[config.mk]
export PLATFORM = sky130hd
export DESIGN_NAME = lzw_code_packer
export DESIGN_NICKNAME = d
export VERILOG_FILES = /design/src/rtl/lzw_code_packer.sv
export SDC_FILE = /design/constraint.sdc
export NUM_CORES = 1
export LEC_CHECK = 0
export ABC_AREA = 0
export BUFFER_PORTS_ARGS = -buffer_cell sky130_fd_sc_hd__buf_2
export CORE_MARGIN = 4
export CORE_UTILIZATION = 45
export CTS_CLUSTER_DIAMETER = 100
export DETAILED_ROUTE_END_ITERATION = 8
export GPL_TIMING_DRIVEN = 0
export SLEW_MARGIN = 10
export SYNTH_ARGS = -nofsm -noshare
export SYNTH_HDL_FRONTEND = slang
export SYNTH_SLANG_ARGS = --single-unit
[constraint.sdc]
create_clock -name clk -period 3.9 [get_ports clk]
set_input_delay 0.585 -clock clk [delete_from_list [all_inputs] [get_ports clk]]
set_output_delay 0.585 -clock clk [all_outputs]
set_load 0.01 [all_outputs]
[src/rtl/lzw_code_packer.sv]
`default_nettype none
// ============================================================================
// Module      : lzw_code_packer
// Description : Packs CODE_W-bit LZW codes LSB-first into a byte stream, with
//               flush of the zero-padded tail. Optional LZW_PACKER_STATS_EN
//               adds accepted-code and transferred-byte counters.
// Revision    : 1.0 - initial release
// ============================================================================
module lzw_code_packer #(
    parameter int CODE_W = 11
) (
    input  logic              clk,
    input  logic              rst_n,
    input  logic [CODE_W-1:0] code_in,
    input  logic              code_valid,
    output logic              code_ready,
    input  logic              flush,
    output logic [7:0]        byte_out,
    output logic              byte_valid,
    input  logic              byte_ready,
    output logic              flush_done
`ifdef LZW_PACKER_STATS_EN
    ,
    output logic [31:0]       code_count,
    output logic [31:0]       byte_count
`endif
);

    localparam int ACC_W = CODE_W + 7;
    localparam int CNT_W = $clog2(ACC_W + 1);
    localparam logic [CNT_W-1:0] c_code_w = CNT_W'(CODE_W);
    localparam logic [CNT_W-1:0] c_byte_w = CNT_W'(8);

    typedef enum logic [1:0] {
        PACK  = 2'd0,
        FLUSH = 2'd1,
        DONE  = 2'd2
    } state_t;

    state_t           r_state;
    state_t           w_state_nxt;
    logic [ACC_W-1:0] r_acc;
    logic [ACC_W-1:0] w_acc_nxt;
    logic [CNT_W-1:0] r_cnt;
    logic [CNT_W-1:0] w_cnt_nxt;
    logic [7:0]       w_mask_nxt;
    logic             w_accept;
    logic             w_xfer;

    // Handshake outputs are registered copies of functions of (state, cnt),
    // so they can drive the accept/transfer decisions directly.
    assign w_accept = code_valid && code_ready;
    assign w_xfer   = byte_valid && byte_ready;

    always_comb begin
        w_state_nxt = r_state;
        w_acc_nxt   = r_acc;
        w_cnt_nxt   = r_cnt;
        if (w_accept) begin
            w_acc_nxt = r_acc | (ACC_W'(code_in) << r_cnt);
            w_cnt_nxt = r_cnt + c_code_w;
        end else if (w_xfer) begin
            w_acc_nxt = r_acc >> 8;
            w_cnt_nxt = (r_cnt > c_byte_w) ? (r_cnt - c_byte_w) : '0;
        end
        case (r_state)
            PACK:    if (flush) w_state_nxt = FLUSH;
            FLUSH:   if (w_cnt_nxt == '0) w_state_nxt = DONE;
            DONE: begin
                w_state_nxt = PACK;
                w_acc_nxt   = '0;
                w_cnt_nxt   = '0;
            end
            default: w_state_nxt = PACK;
        endcase
    end

    // Bits at or above cnt are forced low so the padded tail byte is clean.
    always_comb begin
        if (w_cnt_nxt >= c_byte_w) w_mask_nxt = 8'hFF;
        else                       w_mask_nxt = 8'((9'd1 << w_cnt_nxt) - 9'd1);
    end

    always_ff @(posedge clk or negedge rst_n) begin
        if (!rst_n) begin
            r_state    <= PACK;
            r_acc      <= '0;
            r_cnt      <= '0;
            code_ready <= 1'b0;
            byte_valid <= 1'b0;
            byte_out   <= 8'h00;
            flush_done <= 1'b0;
        end else begin
            r_state    <= w_state_nxt;
            r_acc      <= w_acc_nxt;
            r_cnt      <= w_cnt_nxt;
            code_ready <= (w_state_nxt == PACK) && (w_cnt_nxt < c_byte_w);
            byte_valid <= (w_cnt_nxt >= c_byte_w) ||
                          ((w_state_nxt == FLUSH) && (w_cnt_nxt != '0));
            byte_out   <= w_acc_nxt[7:0] & w_mask_nxt;
            flush_done <= (w_state_nxt == DONE);
        end
    end

`ifdef LZW_PACKER_STATS_EN
    always_ff @(posedge clk or negedge rst_n) begin
        if (!rst_n) begin
            code_count <= 32'd0;
            byte_count <= 32'd0;
        end else begin
            if (w_accept) code_count <= code_count + 32'd1;
            if (w_xfer)   byte_count <= byte_count + 32'd1;
        end
    end
`endif

endmodule
`default_nettype wire

# After elaboration in Yosys (flattened, before gate mapping)
# Cells that the tools add are included.
classes:
  addsub: 3
  n_mul: 0
  div_mod_pow: 0
  order_cmp: 3
  n_eq_ne: 4
  n_shift: 2
  muxes: 11
  bitwise: 2
  n_reduce_logical: 10
ops:
  columns: ["op", "n"]
  rows:
  - ["2-to-1 mux 18 bit", 3]
  - ["2-to-1 mux 5 bit", 4]
  - ["bitwise OR 18 bit", 1]
  - ["<< shifter 11 x 5 -> 18 bit", 1]
  - ["bitwise AND 8 bit", 1]
  - ["2-to-1 mux 8 bit", 1]
  - ["<< shifter 1 x 5 -> 8 bit (first input constant)", 1]
  - ["subtractor 8 x 1 -> 8 bit (second input constant)", 1]
  - ["adder 5 x 4 -> 5 bit (second input constant)", 1]
  - [">= comparator 5 x 4 -> 1 bit (second input constant)", 1]
  - ["> comparator 5 x 4 -> 1 bit (second input constant)", 1]
  - ["zero test 5 bit", 1]
  - ["less-than comparator 5 x 4 -> 1 bit (second input constant)", 1]
  - ["nonzero test 5 bit", 1]
  - ["subtractor 5 x 4 -> 5 bit (second input constant)", 1]
  - ["equality test 2 x 1 -> 1 bit (second input constant)", 2]
  - ["equality test 2 bit (second input constant)", 2]
  - ["logical AND 1 bit", 4]
  - ["zero test 2 bit", 2]
  - ["2-to-1 mux 2 bit", 2]
  - ["case mux 2 bit (2 select lines)", 1]
  - ["nonzero test 3 bit", 1]
  - ["logical OR 1 bit", 1]
word_totals:
  regBits: 36
  latchBits: 0
  ram_bits: 0
  mem_bits_ro: 0
  in_bits: 16
  output_inout_bits: 11
  mem_count: 0

# Longest topological paths before layout
# Gate-level depths: netlist (run 1).
logic_depth:
  word_depth: 10
  mapped_depth: 14
  ltp_nobuf: 12

# Worst setup path before layout (run 1)
# OpenSTA, ideal clock, no wires.
synth_path:
  kind: "reg2reg"
  from: "register r_cnt[0]"
  to: "register byte_out[6]"
  setup_ns: 0.082
  arrival_time_ns: 2.676
  slack_ns: 1.142
  path_stages_with_launch: 14
  n_path_buf: 2
  synth_period_minus_slack_ns: 2.758
  path_cell_list: "dfrtp_1 -> buf_2 -> buf_2 -> inv_1 -> ha_1 -> nand2b_4 -> a211o_1 -> a31o_4 -> nor3_2 -> nor2_1 -> ha_1 -> nor4b_1 -> a31oi_1 -> a31oi_1"
synth_between:
  elab_chain_len: 9
  elab_cells_between_ends: 16
  classes_between: "3 x add/sub; 2 x order compare; 2 x shift; 7 x mux; 2 x bitwise"
synth_lines:
  columns: ["element", "line", "rtl"]
  rows:
  - ["start: declaration", "44", "logic [CNT_W-1:0] r_cnt;"]
  - ["start signal: assignment", "96", "r_cnt <= w_cnt_nxt;"]
  - ["subtractor 5 x 4 -> 5 bit or > comparator 5 x 4 -> 1 bit (tied branches)", "64", "w_cnt_nxt = (r_cnt > c_byte_w) ? (r_cnt - c_byte_w) : '0;"]
  - ["2-to-1 mux 5 bit", "64", null]
  - ["2-to-1 mux 5 bit", "62", "end else if (w_xfer) begin"]
  - ["2-to-1 mux 5 bit", "59", "if (w_accept) begin"]
  - ["2-to-1 mux 5 bit", "66", "case (r_state)"]
  - ["<< shifter 1 x 5 -> 8 bit", "81", "else w_mask_nxt = 8'((9'd1 << w_cnt_nxt) - 9'd1);"]
  - ["subtractor 8 x 1 -> 8 bit", "81", null]
  - ["2-to-1 mux 8 bit", "80", "if (w_cnt_nxt >= c_byte_w) w_mask_nxt = 8'hFF;"]
  - ["bitwise AND 8 bit (*)", "100", "byte_out <= w_acc_nxt[7:0] & w_mask_nxt;"]
  - ["end signal: assignment", "100", null]
  - ["end: declaration", "18", "output logic [7:0] byte_out,"]
# Mark *: on every way between the ends. The rest lies on a longest branch, timed or not.
# A chain may end at the register's enable or synchronous reset.

# Worst setup path after layout (run 1)
# Ends and elaborated chain as after synthesis.

==> results of run 1 <==
## registers in the layout, summed over array words and instances, names as in the netlist
name        count
byte_out        8
byte_valid      1
code_ready      1
flush_done      1
r_acc          18
r_cnt           5
r_state         2
## worst max-delay path, delay by kind of cell, from the launching register on
| kind | cells | cell delay (ns) |
|---|---|---|
| AOI/OAI and AO/OA | 4 | 0.83 |
| adders and majority gates | 2 | 0.50 |
| buffers and inverters | 3 | 0.53 |
| DFF | 1 | 0.36 |
| and+or+nand+nor | 4 | 0.89 |
## layer usage
layer / global-route usage / wire length, um
met3: 0.0350 / 289
met5: 0 / 0
met2: 0.341 / 2970
met1: 0.280 / 2750
met4: 0.0845 / 98
## Yosys cell counts (4+ instances only)
cell type  number  share of area
nand2_1        20          0.032
mux2i_1        21          0.090
nor2_1         33          0.053
nand3_1         4         0.0086
o21ai_0        16          0.034
nor2b_1         6          0.016
dfrtp_1        36           0.39
buf_2           5          0.011
clkbuf_1        9          0.014
mux2_2          5          0.024
a21oi_1        18          0.039
nor3_1         12          0.026
a211oi_1        7          0.023
## metrics by stage
| stage | std cells | worst slack (ns) | area, um^2 | total power, mW |
|---|---|---|---|---|
| after floorplan | 256 | 1.14 | 2330 | 1.72 |
| after global placement | 349 | 0.785 | 2540 | 2.09 |
| after detailed placement | 349 | 0.772 | 2540 | 2.10 |
| after CTS | 357 | 0.734 | 2650 | 2.43 |
| after global routing | 357 | 0.411 | 2650 | 2.63 |
| final | 357 | 0.709 | 2650 | 2.42 |
## logic make-up (layout without fill, tap and decap cells)
kind of cell / after synthesis / after routing / share of synthesized area
AO/OA/AOI/OAI: 70 / 70 / 0.202
XOR/XNOR: 2 / 2 / 0.00752
buffers and inverters: 21 / 55 / 0.0414
flip-flops: 36 / 36 / 0.387
multiplexers: 29 / 29 / 0.143
adder cells (fa/ha/maj): 3 / 3 / 0.0161
AND/OR/NAND/NOR: 95 / 95 / 0.203
## how the worst max path moves through the flow
stage / slack, ns / from / endpoint / cells after the start
after global routing: 0.41 / r_cnt[0] / byte_out[6] / 13
after global placement: 0.78 / r_cnt[0] / byte_out[6] / 13
after floorplan: 1.14 / r_cnt[0] / byte_out[6] / 13
after CTS: 0.73 / r_cnt[0] / byte_out[6] / 13
final: 0.71 / r_cnt[0] / byte_out[6] / 13
after detailed placement: 0.77 / r_cnt[0] / byte_out[6] / 13
## report_power, final
group          leakage, nW  total, mW  switching (mW)  internal, mW
logic                0.645       1.48           0.888         0.596
clock network       0.0552      0.326           0.136         0.190
registers            0.464      0.614          0.0737         0.541
total                 1.16       2.42            1.10          1.33
## cell type report
class / count / area, um^2 / area share
multi-input combinational: 199 / 1330 / 0.503
inverter: 3 / 11.3 / 0.00425
tap: 67 / 83.8 / 0.0316
clock inverter: 2 / 35.0 / 0.0132
sequential: 36 / 901 / 0.340
timing repair buffer: 26 / 130 / 0.0491
clock buffer: 6 / 72.6 / 0.0274
buffer: 18 / 85.1 / 0.0321
==> impl_metrics.json, run 1 <==
{
  "status": "completed",
  "wl_per_cell_um": 17.1,
  "firstDrtPassIters": 4,
  "finalClockSkew_ns": 0.0102,
  "cp-end-kind": "flop",
  "r2r_setup_slack_ns": 0.71,
  "crit_arrival_ns": 3.40,
  "leakage_nw": 1.16,
  "vias_per_cell": 5.76,
  "die_h_um": 80.0,
  "cts_resized": 0,
  "root_buffer": "clkbuf_8",
  "ir_drop_uv": 307,
  "synthDistinctLibCells": 50,
  "top_level_ports": 27,
  "syn_to_final_growth_pct": 13.8,
  "min_period_over_period": 0.818,
  "layout-drive-gt1-share": 0.200,
  "rsz0062_at_grt": "no",
  "final_cell_mix": "dfrtp_1 (36), nor2_1 (33), buf_2 (31), mux2i_1 (21), nand2_1 (20)",
  "synthesis.nets": 275,
  "synth-edff-count": 0,
  "pwr_density_cell_nw_per_um2": 914,
  "cts_tree": "yes",
  "wl_mm": 6.12,
  "drc": 0,
  "gp_congestion": 0.903,
  "cts_max_level": 2,
  "worstReg2RegEnd": "byte_out[6]",
  "fin_util": 0.543,
  "crit_type": "flop to flop",
  "nFillCells": 486,
  "start_util": 0.477,
  "drt_iter0_drc": 140,
  "grt_pass1_vias": 2064,
  "grt.total_usage": 0.211,
  "cts_setup_buffers": 0,
  "clk_pin_slew_ns": 0.08,
  "timing.final.hold_violations": 0,
  "synth.avg_cell_area_um2": 9.10,
  "synthFlopType": "dfrtp_1",
  "startpoint_type": "flop",
  "dp.final_hpwl_mm": 4.60,
  "portBuffers": 26,
  "crit_slowest_cell": "nor3_2",
  "cts_buffers": 5,
  "cts_max_path_buffers": 2,
  "grt_pass1_wl_mm": 10.1,
  "synth_seq_cells": 36,
  "antenna_cells": 0,
  "setup_violations": 0,
  "crit_required_ns": 4.11,
  "num_rows": 25,
  "max-slew-margin-rel": 0.473,
  "grt_max_degree": 37,
  "postRouteAntennaNets": 0,
  "syn_inst": 256,
  "ys_seq_area_frac": 0.387,
  "fp.coreArea_um2": 4880,
  "mostFrequentLayoutCell": "dfrtp_1",
  "crit_fanout": 10,
  "clkLatencyLatePin_ns": 0.29,
  "fin_crit_ns": 3.19,
  "die-area_um2": 6390,
  "syn_area_um2": 2330,
  "hold_path_class": "input pin to asynchronous set/reset pin",
  "die_x_um": 80.0,
  "ys_warn_count": 0,
  "worst_slew_pin_slew_ns": 0.791,
  "gr-total-overflow": 0,
  "maxClockFrequency_mhz": 313,
  "drv_cap": 0,
  "drv_slew": 0,
  "final_nets": 308,
  "critPathMaxStageDelay_ns": 0.40,
  "reg2reg_depth": 13,
  "hold_buffers": 0,
  "synth_async_sr_flop_share": 1.00,
  "crit_chain": "buf_2, buf_2, inv_1, ha_1, nand2b_4, a211o_1, a31o_4, nor3_2, nor2_1, ha_1, nor4b_1, a31oi_1, a31oi_1",
  "whs_ns": 0.368,
  "finalSetupTns_ns": 0,
  "antenna_found_initial": 0,
  "num_vias": 2055,
  "timing.rr.start": "r_cnt[0]",
  "cts.sinks": 36
}
Note: power is estimated with default switching activity, not from simulation.
==> inputs of run 2 (changes only) <==
clock period = 3.1 ns   (was 3.9 ns; I/O delays follow)
==> impl_metrics.json, run 2 (same netlist as run 1, synthesis figures left out) <==
{
  "fin_crit_ns": 2.84,
  "cts_buffers": 5,
  "grt_pass1_wl_mm": 10.1,
  "antenna_cells": 0,
  "die_h_um": 80.0,
  "cp-end-kind": "flop",
  "max-slew-margin-rel": 0.471,
  "whs_ns": 0.249,
  "wl_mm": 6.23,
  "num_vias": 2073,
  "dpl.cell_count": 349,
  "leakage_nw": 1.19,
  "fp.coreArea_um2": 4880,
  "mostFrequentLayoutCell": "dfrtp_1",
  "min_period_over_period": 0.917,
  "root_buffer": "clkbuf_8",
  "pwr_density_cell_nw_per_um2": 1170,
  "pre_cts_ws_ns": -0.0277,
  "cts.sinks": 36,
  "p_total_mw": 3.17,
  "portBuffers": 26,
  "regArea_um2": 901,
  "setup_violations": 0,
  "postRouteAntennaNets": 0,
  "reg_top3": "r_acc (18), byte_out (8), r_cnt (5)",
  "die_x_um": 80.0,
  "drv_slew": 0,
  "multi_input_area_um2": 1360,
  "drt_iter0_drc": 136,
  "status": "completed",
  "grt_max_degree": 37,
  "startpoint_type": "flop",
  "ir_drop_uv": 392,
  "firstDrtPassIters": 4,
  "syn_to_final_growth_pct": 16.0,
  "dp.final_hpwl_mm": 4.60,
  "cts_max_level": 2,
  "antenna_found_initial": 0,
  "worst_slew_pin_slew_ns": 0.793,
  "top_register": "r_acc",
  "gp_congestion": 0.903,
  "crit_type": "flop to flop",
  "hold_path_class": "input pin to asynchronous set/reset pin",
  "crit_arrival_ns": 3.05,
  "finalNonFillerCells": 360,
  "drc": 0,
  "clk_pin_slew_ns": 0.08,
  "drv_cap": 0,
  "worst_slack_ns": 0.256,
  "layout-drive-gt1-share": 0.229,
  "die-area_um2": 6390,
  "maxClockFrequency_mhz": 352,
  "timing.final.hold_violations": 0,
  "final_cell_mix": "dfrtp_1 (36), nor2_1 (33), buf_2 (30), mux2i_1 (21), nand2_1 (20)",
  "crit_fanout": 10,
  "finalClockSkew_ns": 0.0108,
  "clkLatencyLatePin_ns": 0.29,
  "final_nets": 311,
  "top_level_ports": 27,
  "cts_max_path_buffers": 2,
  "gr-total-overflow": 0,
  "grt_pass1_vias": 2068,
  "rsz0062_at_grt": "no",
  "crit_required_ns": 3.31,
  "vias_per_cell": 5.76,
  "grt.total_usage": 0.211,
  "cts_tree": "yes",
  "nFillCells": 483,
  "wl_per_cell_um": 17.3,
  "num_rows": 25,
  "largest_register_ffs": 18,
  "hold_buffers": 0,
  "start_util": 0.477
}
run 2: final timing paths:
path,start,to,slack [ns],depth (start not counted)
worst max-delay path,r_cnt[0],byte_out[6],0.26,13
worst min-delay path,rst_n,r_cnt[1],0.25,1
worst max register to register,r_cnt[0],byte_out[6],0.26,13
worst min register to register,r_acc[11],r_acc[11],0.50,2
max in group asynchronous,rst_n,r_acc[17],2.33,1
min in group clk,flush,r_state[0],0.45,3
run 2: layout make-up:
cell class | instances | share of cell area
Sequential cell | 36 | 0.333
Clock buffer | 6 | 0.0269
Inverter | 3 | 0.00417
Timing Repair Buffer | 29 | 0.0565
Clock inverter | 2 | 0.0130
Multi-Input combinational cell | 199 | 0.502
Tap cell | 67 | 0.0310
Buffer | 18 | 0.0329
run 2: stage by stage:
step           TNS, ns  area [um^2]  utilization
6_report             0         2700        0.554
5_1_grt              0         2700        0.554
4_1_cts              0         2660        0.545
3_5_place_dp   -0.0277         2540        0.521
3_3_place_gp   -0.0155         2540        0.521
2_1_floorplan        0         2330            -
run 2: worst max-delay path, stage by stage, from the launching register on:
cell and delay (ns):
dfrtp_1 0.36, buf_2 0.16, clkbuf_4 0.20, inv_2 0.12, ha_1 0.20, nand2b_4 0.07, a211o_1 0.32, a31o_4 0.29
nor2_1 0.14, nand3_1 0.10, ha_1 0.29, nor4b_2 0.29, a31oi_1 0.07, a31oi_1 0.15
run 2: metal layers:
metal / share of wire / track usage / wire length, um / vias to the layer above
li1: - / - / - / 1002
met1: 0.46 / 0.281 / 2870 / 1013
met2: 0.48 / 0.341 / 2980 / 46
met3: 0.040 / 0.0350 / 250 / 12
met4: 0.020 / 0.0845 / 125 / 0
met5: 0 / 0 / 0 / -
run 2: what timing repair did:
| item | in CTS | in global routing |
|---|---|---|
| setup buffers | 0 | 3 |
| endpoints found under the setup margin | 1 | 3 |
| gates resized for setup | 1 | 7 |
| pin swaps | 0 | 2 |
run 2: power by group:
group / total [mW] / leakage [nW] / switching [mW] / internal [mW]
clock network: 0.409 / 0.0552 / 0.171 / 0.239
registers: 0.774 / 0.464 / 0.0942 / 0.680
logic: 1.98 / 0.666 / 1.17 / 0.818
